===== src/rtl/bmp_pix_writer.sv =====
// rtl/bmp_pix_writer.sv - NIOS PIO pixel command decoder with buffered frame-buffer writes
module bmp_pix_writer #(
  parameter int ADDR_W     = 20,
  parameter int FIFO_DEPTH = 4
) (
  input  logic              Clk,
  input  logic              Reset,
  input  logic [23:0]       pixin,
  output logic              pix_ack,
  output logic [ADDR_W-1:0] wr_addr,
  output logic [15:0]       wr_data,
  output logic              wr_req,
  input  logic              wr_ready,
  output logic              frame_done,
  output logic              busy,
  output logic              proto_err
);

  localparam int PTR_W = (FIFO_DEPTH > 1) ? $clog2(FIFO_DEPTH) : 1;
  localparam int CNT_W = $clog2(FIFO_DEPTH + 1);
  localparam int ENT_W = ADDR_W + 16;
  localparam logic [CNT_W-1:0] DEPTH_C = CNT_W'(FIFO_DEPTH);

  localparam logic [1:0] OP_SET_ADDR  = 2'b00;
  localparam logic [1:0] OP_PIXEL     = 2'b01;
  localparam logic [1:0] OP_FRAME_END = 2'b10;

  typedef enum logic [1:0] {
    ST_IDLE  = 2'd0,
    ST_STALL = 2'd1,
    ST_DRAIN = 2'd2
  } state_t;

  state_t            r_state;
  logic [23:0]       r_cmd_q;
  logic              r_tog_q;
  logic              r_pix_ack;
  logic              r_frame_done;
  logic              r_proto_err;
  logic [ADDR_W-1:0] r_addr_ptr;
  logic [ENT_W-1:0]  r_mem [FIFO_DEPTH];
  logic [PTR_W-1:0]  r_wr_ptr;
  logic [PTR_W-1:0]  r_rd_ptr;
  logic [CNT_W-1:0]  r_count;

  logic       w_pending;
  logic [1:0] w_opcode;
  logic       w_has_space;
  logic       w_pop;
  logic       w_push;
  logic       w_consume;
  logic       w_tog_change;
  logic       w_unused_bits;

  // A command is outstanding while the registered toggle differs from the last consumed one
  assign w_pending    = (r_cmd_q[23] != r_tog_q);
  assign w_opcode     = r_cmd_q[22:21];
  // Space is judged on the registered count only, so a same-cycle pop never makes room
  assign w_has_space  = (r_count < DEPTH_C);
  assign w_pop        = (r_count != '0) && wr_ready;
  assign w_tog_change = (pixin[23] != r_cmd_q[23]);
  assign w_unused_bits = r_cmd_q[20];

  // Decide whether the pending command is consumed and/or pushed this cycle
  always_comb begin
    w_push    = 1'b0;
    w_consume = 1'b0;
    case (r_state)
      ST_IDLE: begin
        if (w_pending) begin
          if (w_opcode == OP_PIXEL) begin
            if (w_has_space) begin
              w_push    = 1'b1;
              w_consume = 1'b1;
            end
          end else begin
            w_consume = 1'b1;
          end
        end
      end
      ST_STALL: begin
        // If the stalled word was overwritten by a non-pixel, IDLE handles it next cycle
        if (w_has_space && w_pending && (w_opcode == OP_PIXEL)) begin
          w_push    = 1'b1;
          w_consume = 1'b1;
        end
      end
      default: begin
        w_push    = 1'b0;
        w_consume = 1'b0;
      end
    endcase
  end

  // Command register, handshake toggle, address pointer and control state machine
  always_ff @(posedge Clk) begin
    if (Reset) begin
      r_state      <= ST_IDLE;
      r_cmd_q      <= '0;
      r_tog_q      <= 1'b0;
      r_pix_ack    <= 1'b0;
      r_frame_done <= 1'b0;
      r_proto_err  <= 1'b0;
      r_addr_ptr   <= '0;
    end else begin
      r_cmd_q      <= pixin;
      r_frame_done <= 1'b0;

      // A new toggle landing on top of an unconsumed command (or while not accepting) is sticky
      if (w_tog_change && (w_pending || (r_state != ST_IDLE)) && !w_consume) begin
        r_proto_err <= 1'b1;
      end

      if (w_consume) begin
        r_tog_q   <= r_cmd_q[23];
        r_pix_ack <= r_cmd_q[23];
      end

      if (w_push) begin
        r_addr_ptr <= r_addr_ptr + ADDR_W'(1);
      end

      case (r_state)
        ST_IDLE: begin
          if (w_pending) begin
            case (w_opcode)
              OP_SET_ADDR:  r_addr_ptr <= r_cmd_q[ADDR_W-1:0];
              OP_PIXEL:     if (!w_has_space) r_state <= ST_STALL;
              OP_FRAME_END: r_state <= ST_DRAIN;
              default:      r_state <= ST_IDLE;
            endcase
          end
        end
        ST_STALL: begin
          if (w_has_space) begin
            r_state <= ST_IDLE;
          end
        end
        ST_DRAIN: begin
          // Pulse as soon as the FIFO is (or is becoming) empty; no pushes occur in DRAIN
          if ((r_count == '0) || ((r_count == CNT_W'(1)) && w_pop)) begin
            r_frame_done <= 1'b1;
            r_state      <= ST_IDLE;
          end
        end
        default: r_state <= ST_IDLE;
      endcase
    end
  end

  // FIFO storage; each entry carries its own address so SET_ADDR cannot reorder pixels
  always_ff @(posedge Clk) begin
    if (w_push) begin
      r_mem[r_wr_ptr] <= {r_addr_ptr, r_cmd_q[15:0]};
    end
  end

  // FIFO pointers and occupancy count
  always_ff @(posedge Clk) begin
    if (Reset) begin
      r_wr_ptr <= '0;
      r_rd_ptr <= '0;
      r_count  <= '0;
    end else begin
      if (w_push) r_wr_ptr <= r_wr_ptr + PTR_W'(1);
      if (w_pop)  r_rd_ptr <= r_rd_ptr + PTR_W'(1);
      case ({w_push, w_pop})
        2'b10:   r_count <= r_count + CNT_W'(1);
        2'b01:   r_count <= r_count - CNT_W'(1);
        default: r_count <= r_count;
      endcase
    end
  end

  assign pix_ack    = r_pix_ack;
  assign frame_done = r_frame_done;
  assign proto_err  = r_proto_err;
  assign wr_req     = (r_count != '0);
  assign wr_addr    = r_mem[r_rd_ptr][ENT_W-1:16];
  assign wr_data    = r_mem[r_rd_ptr][15:0];
  assign busy       = (r_count != '0) || w_pending || (r_state != ST_IDLE);

endmodule


===== config.mk =====
export PLATFORM = sky130hd
export DESIGN_NAME = bmp_pix_writer
export DESIGN_NICKNAME = d
export VERILOG_FILES = /design/src/rtl/bmp_pix_writer.sv
export SDC_FILE = /design/constraint.sdc
export NUM_CORES = 1
export LEC_CHECK = 0
export ABC_CLOCK_PERIOD_IN_PS = 3050
export CORE_MARGIN = 3
export CORE_UTILIZATION = 30
export DETAILED_ROUTE_END_ITERATION = 10
export MAX_ROUTING_LAYER = met4
export SLEW_MARGIN = 20
export SYNTH_ARGS = -nofsm -noshare
export SYNTH_HDL_FRONTEND = slang
export SYNTH_SLANG_ARGS = --single-unit

===== constraint.sdc =====
create_clock -name Clk -period 3.05 [get_ports Clk]
set_input_delay 0.305 -clock Clk [delete_from_list [all_inputs] [get_ports Clk]]
set_output_delay 0.305 -clock Clk [all_outputs]
set_load 0.05 [all_outputs]

==> impl_results.md <==
- Status: finished clean
- Yosys cell types: a little under 50
- Slowest stage delay, CP: 720 ps
- Placed wire-length estimate: 10300 um
- Pre-CTS setup slack: about 620 ps
- Fin crit share: 90.5%
- GRT Util Overall: 11.9%
- Synth area leader: edfxtp_1
- CP required: 2740 ps
- Resize count post-CTS: 0
- Post-route setup slack: just under 300 ps
- GPL Wtd Cong: between 0.7 and 0.8
- Switch Pwr: 2.10 mW
- Worst EP arrival: 2460 ps
- Internal power: 5.38 mW
- Avg Inst Size Synth: 16.3 um^2
- Die Y: 167 um
- Gate power share: 20.6%
- Hold_sp: pixin[21]
- Vias in the first global route: 4514
- Reg power frac: between 40% and 50%
- Placement Rows: 58
- Post-route minimum period: 2760 ps
- Synth Warn #: 0
- Via count: ~4300
- Port bufs: 66
- Share of layout cells above drive strength 1: between 20% and 30%
- ANT cells: 0
- Fmax achieved: 362 MHz
- CTS Hold Bufs: 0
- Crit path max-delay family: buffers and inverters
- Synth Register Bits: 201
- RSZ-0062 raised after global routing: false
- FF-to-FF Start: r_count[2]
- Pre-antenna DRT Iters: 5
- H-tree levels: 1
- DRT iter0 DRCs: around 360
- Final Max Tran Viols: 0
- Cells after Synth: 474
- Initial antenna violation count: 0
- Fill cell count: 2337
- DRC viols: 0
- CTS buffer count: 21
- Worst Path Max Fanout: 4
- Worst Hold End: r_cmd_q[21]
- Peak VDD IR: 373 uV
- Worst slew pin tran: about 1000 ps
- Final setup TNS: 0 ps
- Register area share after synthesis: 70.5%
- First-pass GRT wire length: roughly 26000 um
- Finish-stage setup viols: 0
- Drt wl/cell: 18.0 um
- R2R Setup Slk: a little under 600 ps
- Core box area: about 25000 um^2
- Pin count of the biggest net entering global routing: 56
- Mapped Nets: 511
- Die area: 27800 um^2
- Number of flops mapped to enable cells by yosys: 144
- Ys async rst share: 0%
- TritonCTS clock tree: done
- Maximum Capacitance Violations: 0
- Power Dens Cells: 787 nW/um^2
- Min-Delay Path Depth: 2
- Crit-path slowest cell: clkdlybuf4s50_1
- Rel. slew slack: roughly a third
- Worst skew pair latency: 490 ps
- Setup Skew: ~8 ps
- Number of primary I/O pins: roughly 70
- Crit path buf inv count: 2
- Reg2reg end: r_count[2]
- Post-DR vias/cell: between 4 and 5
- Hold crit path type: in2reg
- Leak: 3.17 nW
- Setup Crit Path Kind: reg2out
- Fin. Hold Viols: 0
- Clk network pwr share: 37.1%
- Yosys top cell area share: approximately 56%
- Initial Utilization: between 30% and 40%
- Startpoint types: flop
- Post-CTS setup buffers: 0
- Final ANT Viol Nets: 0
- Clk sink count: ~200
- Reg clk slew, reported paths: roughly 60 ps
- Post-Syn Area: 7750 um^2
- Global-route congestion overflow total: 0
- Nets@finish: 588
- Synth area leaders: edfxtp_1 56%, dfxtp_1 15%, mux4_2 10%
- Switch share: 28.0%
- Root Driver: clkbuf_16
- Worst Setup End Kind: output port
- CTS max path bufs: 3
- WL final: between 15000 and 20000 um
- Synth Flop Type: edfxtp_1
- CP Cell Sequence: inv_1 -> ha_1 -> nand2b_1 -> or4_1 -> clkdlybuf4s50_1
- Die X: 167 um
- FF-to-FF path depth: 6
- Area grow syn2layout: 22.7%
## layout make-up
| cell class | instances | area [um^2] | share of cell area, % |
|---|---|---|---|
| tap | 330 | 413 | 4.34 |
| multi-input combinational | 238 | 2140 | 22.5 |
| sequential | 201 | 5470 | 57.5 |
| clock inverter | 11 | 163 | 1.71 |
| inverter | 9 | 33.8 | 0.355 |
| clock buffer | 27 | 609 | 6.41 |
| timing repair buffer | 80 | 683 | 7.19 |
## state kept, by name (all words and copies together) (netlist names), named ones only
name,cells
r_mem,144
r_cmd_q,23
r_addr_ptr,20
r_count,3
r_rd_ptr,2
r_state,2
r_wr_ptr,2
frame_done,1
pix_ack,1
proto_err,1
## layer usage
layer / vias up / global-route usage [%] / routed length (um)
met5: - / - / 0
met4: 0 / 3.16 / 378
met3: 28 / 2.44 / 772
met2: 124 / 18.9 / 7720
met1: 2157 / 15.6 / 7210
li1: 2007 / - / -
## logic make-up (layout without fill, tap and decap cells)
logic type               Yosys count  in the layout  share of synthesized area (%)
AND/OR/NAND/NOR                  134            134                           9.80
AO/OA/AOI/OAI                     45             45                           4.13
multiplexers                      38             38                           10.7
XOR/XNOR                          11             11                           1.34
flip-flops                       201            201                           70.5
buffers and inverters             35            127                           1.86
adder cells (fa/ha/maj)           10             10                           1.61
## power by group through the flow
stage	Combinational [mW]	Clock, mW	Sequential (mW)
after CTS	1.57	2.84	3.17
after global placement	1.56	0	3.22
after detailed placement	1.56	0	3.23
after floorplan	1.17	0	3.14
after global routing	1.64	2.97	3.19
final	1.54	2.78	3.16
## stage by stage
stage	instances	power, mW	hold WS, ps	util, %	instance area, um^2
6_report	896	7.48	359	37.6	9510
5_1_grt	896	7.80	352	37.6	9510
4_1_cts	896	7.58	343	37.6	9510
3_5_place_dp	858	4.79	473	34.6	8740
3_3_place_gp	858	4.78	456	34.6	8740
2_1_floorplan	474	4.31	433	-	7750
## cell usage in the layout, fill, tap and decap left out, types with 3 or more instances in the layout
cell type	instances
mux4_2	36
a311oi_1	7
nor2b_1	23
clkbuf_16	22
ha_1	10
and4_1	8
a21oi_1	3
nand2_1	13
or4_1	3
clkdlybuf4s50_1	29
clkbuf_8	4
or3_1	7
inv_1	9
nand3_1	9
nand4_1	4
buf_4	49
edfxtp_1	144
xor2_1	4
nor4_1	9
and3_1	6
nor2_1	32
dfxtp_1	56
clkinv_2	5
bufinv_16	4
xnor2_1	6
o21ai_0	11
a211oi_1	11
nand2b_1	4
nor3_1	6
## worst max path at each step
| stage | from | endpoint | slack, ps | depth (start not counted) |
|---|---|---|---|---|
| after floorplan | pix_ack | r_mem[0][0] | 460 | 3 |
| after global placement | r_count[2] | r_count[2] | 650 | 6 |
| after detailed placement | r_count[2] | r_count[2] | 620 | 6 |
| after CTS | r_count[1] | busy | 260 | 5 |
| after global routing | r_count[1] | busy | 140 | 5 |
| final | r_count[1] | busy | 290 | 5 |
## Yosys cell counts (2+ instances only)
| cell | instances |
|---|---|
| nor3_1 | 6 |
| a311oi_1 | 7 |
| xor2_1 | 4 |
| nor4_1 | 9 |
| nand3_1 | 9 |
| xnor2_1 | 6 |
| or4_1 | 3 |
| and3_1 | 6 |
| a21oi_1 | 3 |
| inv_1 | 9 |
| edfxtp_1 | 144 |
| nand4_1 | 4 |
| nand2b_1 | 4 |
| or3_1 | 7 |
| nor2_1 | 32 |
| clkbuf_1 | 18 |
| mux4_2 | 36 |
| nor2b_1 | 23 |
| buf_2 | 4 |
| buf_1 | 3 |
| ha_1 | 10 |
| dfxtp_1 | 57 |
| a211oi_1 | 11 |
| o21ai_0 | 11 |
| o311a_1 | 2 |
| a31oi_1 | 2 |
| and2_1 | 2 |
| nand2_1 | 13 |
| mux2i_1 | 2 |
| and4_1 | 8 |
Power figures use the tool's default switching activity.
